===== src/rtl/sequential_divider.sv =====
`default_nettype none
// ============================================================================
//  Module   : sequential_divider
//  Purpose  : 8-bit / 4-bit unsigned restoring divider, one quotient bit per
//             clock, MSB first. Three-state FSM: IDLE -> RUN (8 cycles) ->
//             DONE (1 cycle) -> IDLE.
//  Ports    : clk   - clock, all state changes on the rising edge
//             rst   - asynchronous, active-low reset
//             start - request, sampled only in IDLE
//             a     - 8-bit dividend, captured on the accepting edge
//             b     - 4-bit divisor, captured on the accepting edge
//             busy  - high in RUN and DONE
//             done  - one-cycle completion pulse (state == DONE)
//             q     - registered quotient, held until the next completion
//             r     - registered remainder, held until the next completion
//             dz    - divide-by-zero flag (only with DIV_ZERO_FLAG_EN)
//  Config   : define DIV_ZERO_FLAG_EN to add the registered dz output.
//             Divide by zero always yields q = 8'hFF, r = 4'h0.
//  Revision : 1.0  initial release
// ============================================================================
module sequential_divider (
    input  logic       clk,
    input  logic       rst,
    input  logic       start,
    input  logic [7:0] a,
    input  logic [3:0] b,
    output logic       busy,
    output logic       done,
    output logic [7:0] q,
    output logic [3:0] r
`ifdef DIV_ZERO_FLAG_EN
    ,
    output logic       dz
`endif
);

    typedef enum logic [1:0] {
        S_IDLE = 2'd0,
        S_RUN  = 2'd1,
        S_DONE = 2'd2
    } state_t;

    state_t     state_q, state_d;
    logic [7:0] dvd_q,   dvd_d;     // latched dividend
    logic [3:0] dvs_q,   dvs_d;     // latched divisor
    logic [4:0] part_q,  part_d;    // partial remainder
    logic [2:0] cnt_q,   cnt_d;     // index of the quotient bit being produced
    logic [6:0] quo_q,   quo_d;     // quotient bits produced so far
    logic [7:0] q_q,     q_d;
    logic [3:0] r_q,     r_d;

    logic [4:0] w_shift;
    logic       w_ge;
    logic [4:0] w_rem;

    // Shift the next dividend bit into the partial remainder. A set top bit
    // of the old partial remainder means the shifted value is at least 32,
    // which always exceeds the divisor, so it forces a subtract step.
    assign w_shift = {part_q[3:0], dvd_q[cnt_q]};
    assign w_ge    = part_q[4] | (w_shift >= {1'b0, dvs_q});
    assign w_rem   = w_ge ? (w_shift - {1'b0, dvs_q}) : w_shift;

    always_ff @(posedge clk or negedge rst) begin
        if (!rst) begin
            state_q <= S_IDLE;
            dvd_q   <= 8'd0;
            dvs_q   <= 4'd0;
            part_q  <= 5'd0;
            cnt_q   <= 3'd0;
            quo_q   <= 7'd0;
            q_q     <= 8'd0;
            r_q     <= 4'd0;
        end else begin
            state_q <= state_d;
            dvd_q   <= dvd_d;
            dvs_q   <= dvs_d;
            part_q  <= part_d;
            cnt_q   <= cnt_d;
            quo_q   <= quo_d;
            q_q     <= q_d;
            r_q     <= r_d;
        end
    end

    always_comb begin
        state_d = state_q;
        dvd_d   = dvd_q;
        dvs_d   = dvs_q;
        part_d  = part_q;
        cnt_d   = cnt_q;
        quo_d   = quo_q;
        q_d     = q_q;
        r_d     = r_q;

        case (state_q)
            S_IDLE: begin
                if (start) begin
                    state_d = S_RUN;
                    dvd_d   = a;
                    dvs_d   = b;
                    part_d  = 5'd0;
                    cnt_d   = 3'd7;
                    quo_d   = 7'd0;
                end
            end

            S_RUN: begin
                part_d = w_rem;
                quo_d  = {quo_q[5:0], w_ge};
                cnt_d  = cnt_q - 3'd1;
                if (cnt_q == 3'd0) begin
                    state_d = S_DONE;
                    // With a zero divisor every step subtracts nothing, so the
                    // quotient is already all ones; the remainder is forced.
                    if (dvs_q == 4'd0) begin
                        q_d = 8'hFF;
                        r_d = 4'h0;
                    end else begin
                        q_d = {quo_q, w_ge};
                        r_d = w_rem[3:0];
                    end
                end
            end

            S_DONE: begin
                state_d = S_IDLE;
            end

            default: begin
                state_d = S_IDLE;
            end
        endcase
    end

`ifdef DIV_ZERO_FLAG_EN
    logic dz_q, dz_d;

    always_comb begin
        dz_d = dz_q;
        if ((state_q == S_RUN) && (cnt_q == 3'd0)) begin
            dz_d = (dvs_q == 4'd0);
        end
    end

    always_ff @(posedge clk or negedge rst) begin
        if (!rst) begin
            dz_q <= 1'b0;
        end else begin
            dz_q <= dz_d;
        end
    end

    assign dz = dz_q;
`endif

    assign busy = (state_q != S_IDLE);
    assign done = (state_q == S_DONE);
    assign q    = q_q;
    assign r    = r_q;

endmodule
`default_nettype wire


===== config.mk =====
export PLATFORM = sky130hd
export DESIGN_NAME = sequential_divider
export DESIGN_NICKNAME = d
export VERILOG_FILES = /design/src/rtl/sequential_divider.sv
export SDC_FILE = /design/constraint.sdc
export NUM_CORES = 1
export LEC_CHECK = 0
export BUFFER_PORTS_ARGS = -buffer_cell sky130_fd_sc_hd__buf_4
export CORE_ASPECT_RATIO = 0.9
export CORE_MARGIN = 2
export CORE_UTILIZATION = 35
export DETAILED_ROUTE_END_ITERATION = 6
export PLACE_DENSITY_LB_ADDON = 0.12
export SLEW_MARGIN = 20
export SYNTH_ARGS = -nofsm -noshare
export SYNTH_HDL_FRONTEND = slang
export SYNTH_SLANG_ARGS = --single-unit

===== constraint.sdc =====
create_clock -name clk -period 3 [get_ports clk]
set_input_delay 0.6 -clock clk [delete_from_list [all_inputs] [get_ports clk]]
set_output_delay 0.6 -clock clk [all_outputs]
set_load 0.005 [all_outputs]

### Word level (Yosys, flattened, before mapping)

Index checks and enable logic that the tools add are counted.

* input port bits: 15
* memory bits (writable): 0
* flip-flop bits (word level): 41
* latch bits: 0
* memories: 0
* ROM bits: 0
* output and inout bits: 14

* multipliers: 0
* add/subtract/negate cells: 2
* bitwise operators: 1
* shifts and indexed selects: 0
* reduce and logical (&&, ||, !) cells: 9
* eq/ne operators: 4
* div/mod/pow operators: 0
* muxes and demuxes: 14
* magnitude comparators: 2

Operator list (number)
* 7-bit case mux with 2 select lines: 1
* 5-bit two-way mux: 2
* 5-bit case mux with 2 select lines: 1
* 8-bit two-way mux: 1
* 2-bit AND reduction: 4
* 7-bit two-way mux: 1
* 3-bit case mux with 2 select lines: 1
* 5-bit by 4-bit >= comparator with 1-bit output: 1
* 5-bit by 4-bit subtractor with 5-bit output: 1
* 4-bit logical NOT: 1
* 3-bit by 4-bit < comparator with 1-bit output (second input constant): 1
* 2-bit two-way mux: 2
* 4-bit two-way mux: 1
* 2-bit inequality test (second input constant): 2
* 2-bit case mux with 2 select lines: 1
* 2-bit nonzero test: 2
* 1-bit binary-select mux with 3-bit select: 1
* 3-bit logical NOT: 1
* 3-bit two-way mux: 1
* 3-bit by 1-bit subtractor with 3-bit output (second input constant): 1
* 2-bit by 1-bit equality test with 1-bit output (second input constant): 1
* 2-bit equality test (second input constant): 1
* 2-bit logical NOT: 1
* 1-bit two-way mux: 1
* 1-bit OR: 1

### Logic depth before layout (Yosys ltp)

Gate-level depths: netlist (run 1).

* word-level depth: 6
* gate-level depth with buffers: 9

### Worst setup path before layout (run 1)

No wires, ideal clock.

* path kind: flip-flop to flip-flop
* from: reg cnt_q[0]
* to: reg r_q[0], in the netlist r[0]
* data required time: 2.926 ns
* setup time: 0.074 ns
* slack: 0.628 ns
* path buffers: 0
* stages on the path, launching flop included: 8
* data arrival time: 2.298 ns
* path through: dfrtp_1 mux4_2 mux2i_1 ha_1 a31o_4 o22ai_4 mux2_4 o21ai_2

* cells in the longest elaborated chain, start to end: 6
* elaborated cells between the ends (all ways): 9
* those cells by class: add/sub (1); order compare (1); mux (4); bitwise (1); reduce/logical (2)

Ends and longest elaborated chain
* start, declared: line 47 `logic [2:0] cnt_q, cnt_d;`
* start signal, assigned: line 78 `cnt_q <= cnt_d;`
* 1-bit binary-select mux with 3-bit select: line 59 `assign w_shift = {part_q[3:0], dvd_q[cnt_q]};`
* 1-bit two-way mux (not written as such): line 59
* 5-bit by 4-bit >= comparator with 1-bit output: line 60 `assign w_ge = part_q[4] | (w_shift >= {1'b0, dvs_q});`
* 1-bit OR: line 60
* 5-bit two-way mux: line 61 `assign w_rem = w_ge ? (w_shift - {1'b0, dvs_q}) : w_shift;`
* 4-bit two-way mux: line 115 `if (dvs_q == 4'd0) begin`
* end signal, assigned: line 81 `r_q <= r_d;`
* end, declared: line 50 `logic [3:0] r_q, r_d;`

Parallel ways exist; a longest one is shown, timed or not. The select of a mux whose other input is x is not followed.
A chain may end at the register's enable or synchronous reset.

### Final worst setup path (run 1)

Same ends and word-level chain as after synthesis.

==> impl_metrics.yaml, run 1 <==
run_status:
  status: "complete, no violations"
logic_synthesis:
  synth_area_um2: 1880
  yosys-top-cells-count: "nand2_1, dfrtp_1, o21ai_0"
  async_flop_share_pct: 100
  ys_seq_area_share_pct: 54.6
  synth-edff-count: 0
  post-synth-top-count-cell: "nand2_1"
  synth.area.top_cells: "dfrtp_1, nand2_1, ha_1, o21ai_0, o22a_1"
  yosys.cell_types.count: 33
  synth_ff_type: "dfrtp_1"
  syn_inst: 182
  synth.ff_latch_count: 41
  synth_fp_nets: 205
  synth.yosys.warnings: 0
  synth_top_cell_by_area: "dfrtp_1"
  avgSynthCellArea_um2: 10.3
  yosysTopAreaCellShare_pct: 54.6
cells_and_area:
  syn_to_final_growth_pct: 20.0
  drive_above_1_share_pct: 22.6
  stdcell_count: 279
  fin_area_um2: 2260
  final_nets: 235
  antennaDiodeCount: 0
  final_util_pct: 43.2
run:
  drv_cap: 0
routing:
  drc: 0
  num_vias: 1390
  ant_nets: 0
  via_per_inst: 4.98
  drt_pass1_iterations: 4
  routed_wl_um: 4110
  wire_per_inst_um: 14.7
  drtIter0Drc: 118
clock_tree:
  cts_setup_buffers: 0
  insertion_delay_ps: 290
  cts.sinks: 41
  cts_made_buffers: 5
  cts.repair.resized: 0
  htreeDepth: 2
  cts_root_buffer: "clkbuf_8"
  clk_path_buf_depth: 2
  cts_hold_buf: 0
  clk_pin_slew_worst_paths_ps: 70
  cts_tree: "done"
sta:
  slew_viol_final: 0
  finalHoldViolCount: 0
  fin_crit_sh_pct: 86.0
  timing.slew.headroom_pct: 45.8
  clock_skew_ps: 4.37
  tightestPinTransition_ps: 813
  timing.fmax_mhz: 388
  period_needed_ps: 2580
  finalSetupViolCount: 0
  rsz0062_at_grt: "no"
  tns_ps: 0
  whs_ps: 289
power_and_ir_drop:
  clkPwrFrac_pct: 13.1
  swShare_pct: 39.1
  p_int_mw: 1.68
  power_frac_comb_pct: 50.1
  p_per_area_nw_per_um2: 1220
  power_leakage_nw: 1.07
  vdd_drop_max_mv: 0.446
  p_switching_mw: 1.08
  power_frac_seq_pct: 36.8
global_routing:
  grtUsageTotal_pct: 15.7
  grt_pass1_vias: 1439
  antenna_found_initial: 0
  grt_pass1_wl_um: 6970
  grt_overflow: 0
  grt_max_degree: 42
setup_path:
  cp-end-kind: "flip-flop"
  cp.required_ps: 3220
  crit_type: "flip-flop to flip-flop"
  worstPathArrival_ps: 2800
  cp-start-kind: "flip-flop"
  critPathMaxFanout: 6
die:
  die_x_um: 81.3
  ioPinCount: 29
  dieArea_um2: 5980
  initial_utilization_pct: 36.0
  die_y_um: 73.5
  fp.coreArea_um2: 5220
  rows: 25
placement:
  numPlacedInstances: 272
  portBuffers: 28
  dpl_cell_area_um2: 2170
  dp_hpwl_um: 2810
  gp_congestion: 0.798
hold_path:
  hp-class: "primary input to asynchronous set/reset pin"
[per-stage QoR]
step	total power [mW]	setup WS (ps)
after floorplan	2.00	628
after global placement	2.35	503
after detailed placement	2.42	437
after CTS	2.79	400
after global routing	3.02	274
final	2.76	420
[layout by cell type, fill, tap and decap left out, types with 2 or more instances in the layout]
master and n:
nand2_1 50, dfrtp_1 41, buf_4 30, o21ai_0 16
inv_1 9, o22a_1 7, ha_1 7, nand3_1 6
clkbuf_8 6, a21oi_1 5, o21ai_1 5, nor2b_1 3
mux4_2 2, mux2i_1 2, nor2_1 2, mux2_4 2
xnor2_1 2, o21ai_2 2
[kinds of logic (layout without fill, tap and decap cells)]
kind of cell / Yosys count / count (layout) / share of synthesized area [%]
simple gates: 66 / 66 / 14.8
compound gates: 41 / 41 / 14.8
flops: 41 / 41 / 54.6
buf+inv: 17 / 47 / 3.46
fa+ha+maj: 8 / 8 / 5.72
mux: 7 / 7 / 5.66
xor+xnor: 2 / 2 / 0.932
[registers in the layout (all words and copies together), names as in the netlist]
register and count:
dvd_q 8, q 8, quo_q 7, part_q 5, dvs_q 4, r 4
cnt_q 3, state_q 2
[power groups by stage]
stage	Clock (mW)	Combinational [mW]	Sequential, mW
3_5_place_dp	0	1.39	1.03
5_1_grt	0.396	1.57	1.05
2_1_floorplan	0	1.02	0.975
3_3_place_gp	0	1.34	1.02
4_1_cts	0.374	1.40	1.02
6_report	0.361	1.38	1.02
[final timing paths]
check,startpoint,endpoint,slack [ps],cells past startpoint
min reg2reg,dvd_q[3],dvd_q[3],470,2
min,rst,quo_q[1],290,1
min in group clk,dvd_q[3],dvd_q[3],470,2
max in group asynchronous,rst,part_q[4],2350,1
max,cnt_q[0],r[0],420,7
max reg2reg,cnt_q[0],r[0],420,7
[layout make-up]
| type | instances | area [µm²] |
|---|---|---|
| clock buffer | 7 | 86.3 |
| fill | 517 | 2970 |
| inverter | 10 | 37.5 |
| multi-input combinational | 124 | 797 |
| sequential | 41 | 1030 |
| tap | 67 | 83.8 |
| timing repair buffer | 30 | 225 |
[critical path, cell delays in order (launching register included)]
cell	delay, ps
dfrtp_1	450
mux4_2	530
mux2i_1	250
ha_1	320
a31o_4	260
o22ai_4	220
mux2_4	340
o21ai_2	130
[metal layers]
layer  track usage [%]  up-vias  part of all wire (%)
li1                  -      673                     -
met1              19.6      676                    46
met2              25.0       35                    48
met3              5.41        6                   4.5
met4              6.21        0                   1.2
met5                 0        -                     0
No activity file was read; power rests on OpenSTA's default activity.
==> inputs of run 2 (changes only) <==
==> constraint.sdc (replaced) <==
create_clock -name clk -period 3 [get_ports clk]
set_input_delay 0.15 -clock clk [delete_from_list [all_inputs] [get_ports clk]]
set_output_delay 0.15 -clock clk [all_outputs]
set_load 0.005 [all_outputs]
==> run 2 against run 1 <==
Fmax about the same; die area stayed put; clock skew is essentially flat; hold slack worse by 240 ps; setup slack gained 1.6 ps; clock-buffer cell count did not move; power about the same; sequential cell count did not move; register-to-register slack barely moved; via count about the same; utilization increased by 0.19 points; critical endpoint unchanged; largest cell class unchanged.
==> impl_metrics.yaml, run 2 (synthesis results as in run 1) <==
run_status:
  status: "complete, no violations"
cells_and_area:
  fillers: 516
  fin_area_um2: 2270
  drive_above_1_share_pct: 22.5
  final_cell_mix: "nand2_1, dfrtp_1, buf_4"
  antennaDiodeCount: 0
  final_common_cell: "nand2_1"
  syn_to_final_growth_pct: 20.5
  final_nets: 236
routing:
  via_per_inst: 4.97
  drt_pass1_iterations: 4
  drtIter0Drc: 112
  wire_per_inst_um: 14.7
  num_vias: 1391
  ant_nets: 0
  drc: 0
  routed_wl_um: 4110
setup_path:
  worstPathArrival_ps: 2800
  cp.required_ps: 3220
  r2r_end: "r[0]"
  cp-start-kind: "flip-flop"
  critical_path_depth: 7
  crit_type: "flip-flop to flip-flop"
  rr_worst_depth: 7
  critPathMaxFanout: 6
  crit_slowest_cell: "mux4_2"
  max_stage_delay_ps: 530
  cp_top_family: "multiplexers"
  cp-end-kind: "flip-flop"
  worstSetupStartpoint: "cnt_q[0]"
  r2r-start: "cnt_q[0]"
  reg2reg_slack_ps: 420
  path_cells: "mux4_2, mux2i_1, ha_1, a31o_4, o22ai_4, mux2_4, o21ai_2"
  crit_buf_inv: 0
  cp-endpoint: "r[0]"
clock_tree:
  cts_made_buffers: 5
  htreeDepth: 2
  cts.sinks: 41
  clk_path_buf_depth: 2
  cts_root_buffer: "clkbuf_8"
  insertion_delay_ps: 290
  clk_pin_slew_worst_paths_ps: 70
  cts_tree: "done"
global_routing:
  antenna_found_initial: 0
  grtUsageTotal_pct: 15.7
  grt_max_degree: 42
  grt_pass1_vias: 1439
  grt_pass1_wl_um: 6970
  grt_overflow: 0
sta:
  fin_crit_sh_pct: 85.9
  period_needed_ps: 2580
  tightestPinTransition_ps: 798
  finalHoldViolCount: 0
  tns_ps: 0
  timing.slew.headroom_pct: 46.8
  rsz0062_at_grt: "no"
  finalSetupViolCount: 0
  slew_viol_final: 0
  timing.fmax_mhz: 388
  clock_skew_ps: 4.52
placement:
  dpl_cell_area_um2: 2170
  gp_congestion: 0.798
  dp_hpwl_um: 2810
  portBuffers: 28
hold_path:
  hp-class: "primary input to flip-flop"
power_and_ir_drop:
  vdd_drop_max_mv: 0.446
  p_total_mw: 2.76
  p_per_area_nw_per_um2: 1220
  power_leakage_nw: 1.07
die:
  rows: 25
  fp.coreArea_um2: 5220
  dieArea_um2: 5980
  die_y_um: 73.5
  ioPinCount: 29
  die_x_um: 81.3
  initial_utilization_pct: 36.0
run:
  drv_cap: 0
[run 2: tightest hold or removal path, cell delays in order]
cell     delay (ps)
buf_4            80
nand2_1          40
nand2_1          40
[run 2: area by class of cell]
| class | count | area, µm² | area share [%] |
|---|---|---|---|
| timing repair buffer | 31 | 235 | 10.4 |
| sequential | 41 | 1030 | 45.3 |
| inverter | 10 | 37.5 | 1.66 |
| tap | 67 | 83.8 | 3.70 |
| clock buffer | 7 | 86.3 | 3.81 |
| multi-input combinational | 124 | 797 | 35.2 |
[run 2: repair_timing]
item	in CTS	in global routing
buffers inserted	0	0
resized for setup	0	0
endpoints found under the hold margin	41	0
hold buffers	1	0
[run 2: worst min path at each step]
stage | start | endpoint | slack, ps | depth (start not counted)
final | a[2] | dvd_q[2] | 50 | 3
after global routing | a[2] | dvd_q[2] | 30 | 3
after CTS | a[6] | dvd_q[6] | 40 | 3
after detailed placement | rst | q[3] | 170 | 1
after global placement | rst | q[3] | 160 | 1
after floorplan | rst | cnt_q[0] | -150 | 0
[run 2: metal layers]
| metal | wire length (µm) | vias up | track usage [%] |
|---|---|---|---|
| met2 | 1970 | 35 | 25.0 |
| met5 | 0 | - | 0 |
| li1 | - | 675 | - |
| met4 | 50 | 0 | 6.21 |
| met1 | 1910 | 675 | 19.6 |
| met3 | 183 | 6 | 5.41 |
[run 2: report_power, final]
group	total (mW)	internal, mW	switching [mW]
clock	0.361	0.183	0.178
combinational	1.38	0.676	0.705
sequential	1.02	0.820	0.196
total	2.76	1.68	1.08
[run 2: metrics by stage]
stage	utilization (%)	cells	hold WS, ps	setup WS [ps]
6_report	43.4	280	48.4	422
5_1_grt	43.4	280	34.4	274
4_1_cts	43.4	280	36.2	400
3_5_place_dp	41.5	272	171	437
3_3_place_gp	41.5	272	158	503
2_1_floorplan	-	182	-146	628
==> inputs of run 3 (changes only) <==
Settings changed: ABC_AREA set to 1, SLEW_MARGIN 20 to not set.
Clock period 3 ns to 2.1 ns, I/O delays scaled along.
==> run 3 against run 2 <==
Utilization rose by 1.6 points; fmax grew 33%; clock power rose by 80%; setup slack lost 260 ps; hold slack worse by 13 ps; routed wire length fell by 4.3%; first-iteration DRC count decreased by 38%; clock skew up 4.6 ps; combinational power up 48%; synthesized cell count increased by 15%; via count grew 4.4%; register-to-register slack worse by 260 ps; highest routed layer unchanged.
==> impl_metrics.yaml, run 3 <==
routing:
  wire_per_inst_um: 12.5
  drt_pass1_iterations: 4
  drc: 0
  num_vias: 1452
  routed_wl_um: 3930
  ant_nets: 0
  drtIter0Drc: 69
  via_per_inst: 4.62
sta:
  clock_skew_ps: 9.12
  slew_viol_final: 0
  rsz0062_at_grt: "yes"
  timing.slew.headroom_pct: 65.5
  fin_crit_sh_pct: 92.4
  finalHoldViolCount: 0
  period_needed_ps: 1940
  whs_ps: 35.7
  tightestPinTransition_ps: 517
  worst_slack_ps: 160
  tns_ps: 0
  timing.fmax_mhz: 516
  finalSetupViolCount: 0
logic_synthesis:
  async_flop_share_pct: 100
  post-synth-top-count-cell: "dfrtp_1"
  synth.yosys.warnings: 0
  synth_area_um2: 1930
  ys_seq_area_share_pct: 53.2
  yosys.cell_types.count: 28
  synth_fp_nets: 233
  synth.ff_latch_count: 41
  synth_top_cell_by_area: "dfrtp_1"
  syn_inst: 210
  yosysTopAreaCellShare_pct: 53.2
  synth_ff_type: "dfrtp_1"
  yosys-top-cells-count: "dfrtp_1, nand2_1, inv_1"
  synth-edff-count: 0
  avgSynthCellArea_um2: 9.18
  synth.area.top_cells: "dfrtp_1, nand2_1, inv_1, a21oi_1, ha_1"
hold_path:
  min_path_cells: 2
  min_from: "b[0]"
  worst_hold_path.endpoint: "dvs_q[0]"
  hp-class: "primary input to flip-flop"
setup_path:
  path_common_cell: "nand2_2"
  cp.required_ps: 2290
  cp-end-kind: "flip-flop"
  path_cells: "inv_2, nand2_1, nand3_1, nand3_2, nand2_2, ha_2, fa_2, nand3b_1, nand2_2, xor2_1, o21ai_1"
  cp-start-kind: "flip-flop"
  crit_buf_inv: 1
  reg2reg_slack_ps: 160
  cp_top_family: "adder cells"
  worstPathArrival_ps: 2130
  max_stage_delay_ps: 410
  crit_slowest_cell: "dfrtp_1"
  crit_type: "flip-flop to flip-flop"
  r2r_end: "part_q[4]"
  rr_worst_depth: 11
  r2r-start: "cnt_q[0]"
  critPathMaxFanout: 8
die:
  die_x_um: 82.2
  dieArea_um2: 6120
  ioPinCount: 29
  initial_utilization_pct: 36.5
  fp.coreArea_um2: 5290
  die_y_um: 74.4
  rows: 25
placement:
  dp_hpwl_um: 2790
  gp_congestion: 0.909
  portBuffers: 28
  pre_cts_ws_ps: -3.47
global_routing:
  antenna_found_initial: 0
  grt_overflow: 0
  grt_pass1_vias: 1429
  grtUsageTotal_pct: 14.7
  grt_pass1_wl_um: 6730
  grt_max_degree: 42
cells_and_area:
  antennaDiodeCount: 0
  multi_input_area_um2: 782
  final_cell_mix: "dfrtp_1, nand2_1, buf_4"
  fillers: 517
  final_util_pct: 45.0
  final_nets: 269
  syn_to_final_growth_pct: 23.3
  drive_above_1_share_pct: 24.3
  ff_latch_area_um2: 1030
  final_common_cell: "dfrtp_1"
clock_tree:
  insertion_delay_ps: 300
  cts_root_buffer: "clkbuf_8"
  clk_pin_slew_worst_paths_ps: 90
  cts_tree: "done"
  clk_path_buf_depth: 2
  cts.sinks: 41
  cts_made_buffers: 5
  htreeDepth: 2
run_status:
  status: "complete, no violations"
power_and_ir_drop:
  vdd_drop_max_mv: 0.589
  power_leakage_nw: 1.18
  p_per_area_nw_per_um2: 1710
  p_total_mw: 4.07
run:
  drv_cap: 0
[run 3: changes by cell type in the layout (fill, tap and decap cells not counted), moves of 5 or more]
cell,delta
inv_1,+19
nand2_1,-14
o22a_1,-7
nand2_2,+6
nand3_1,+5
o21ai_0,-11
nor2_1,+20
a21oi_1,+15
o22ai_1,+6
[run 3: worst max-delay path by stage]
stage | from | endpoint | slack, ps | depth (start not counted)
after floorplan | cnt_q[0] | part_q[4] | 200 | 11
after global placement | cnt_q[0] | part_q[4] | 40 | 11
after detailed placement | cnt_q[0] | part_q[4] | -3 | 11
after CTS | cnt_q[0] | part_q[4] | 3 | 11
after global routing | cnt_q[0] | part_q[4] | -30 | 11
final | cnt_q[0] | part_q[4] | 160 | 11
[run 3: through the flow]
step | area (µm²) | std cells
floorplan | 1930 | 210
global placement | 2220 | 305
detailed placement | 2220 | 305
CTS | 2350 | 314
global route | 2380 | 314
finish | 2380 | 314
[run 3: timing repair]
item,in CTS,in global routing
hold buffers,1,0
hold endpoints to repair,41,0
endpoints found under the setup margin,0,10
resized for setup,0,11
setup buffers,0,0
[run 3: cells by family after synthesis]
family / after synthesis / synth area share, %
flops: 41 / 53.2
simple gates: 86 / 20.7
mux: 1 / 0.584
compound gates: 36 / 10.8
fa+ha+maj: 8 / 5.58
buf+inv: 35 / 7.72
xor+xnor: 3 / 1.36
[run 3: where the power goes]
group          internal (mW)  switching (mW)
registers               1.17           0.208
logic                  0.815            1.23
clock network          0.356           0.293
total                   2.34            1.73
[run 3: final cells by class]
cell class	instances	area share, %
Multi-Input combinational cell	134	32.9
Tap cell	67	3.53
Clock buffer	5	2.89
Clock inverter	3	1.95
Sequential cell	41	43.2
Timing Repair Buffer	32	10.2
Inverter	32	5.37
[run 3: metal layers]
layer / wire length (µm) / vias to the layer above / GRT usage, %
met5: 0 / - / 0
met4: 68 / 0 / 6.11
met3: 188 / 7 / 3.40
met2: 1710 / 32 / 21.4
met1: 1960 / 663 / 20.9
li1: - / 750 / -
[run 3: worst register-to-register path, stage by stage, from the launching register on]
cell      delay [ps]
dfrtp_1          410
inv_2            100
nand2_1           70
nand3_1           80
nand3_2           70
nand2_2           70
ha_2             180
fa_2             380
nand3b_1         180
nand2_2           80
xor2_1           150
o21ai_1           70
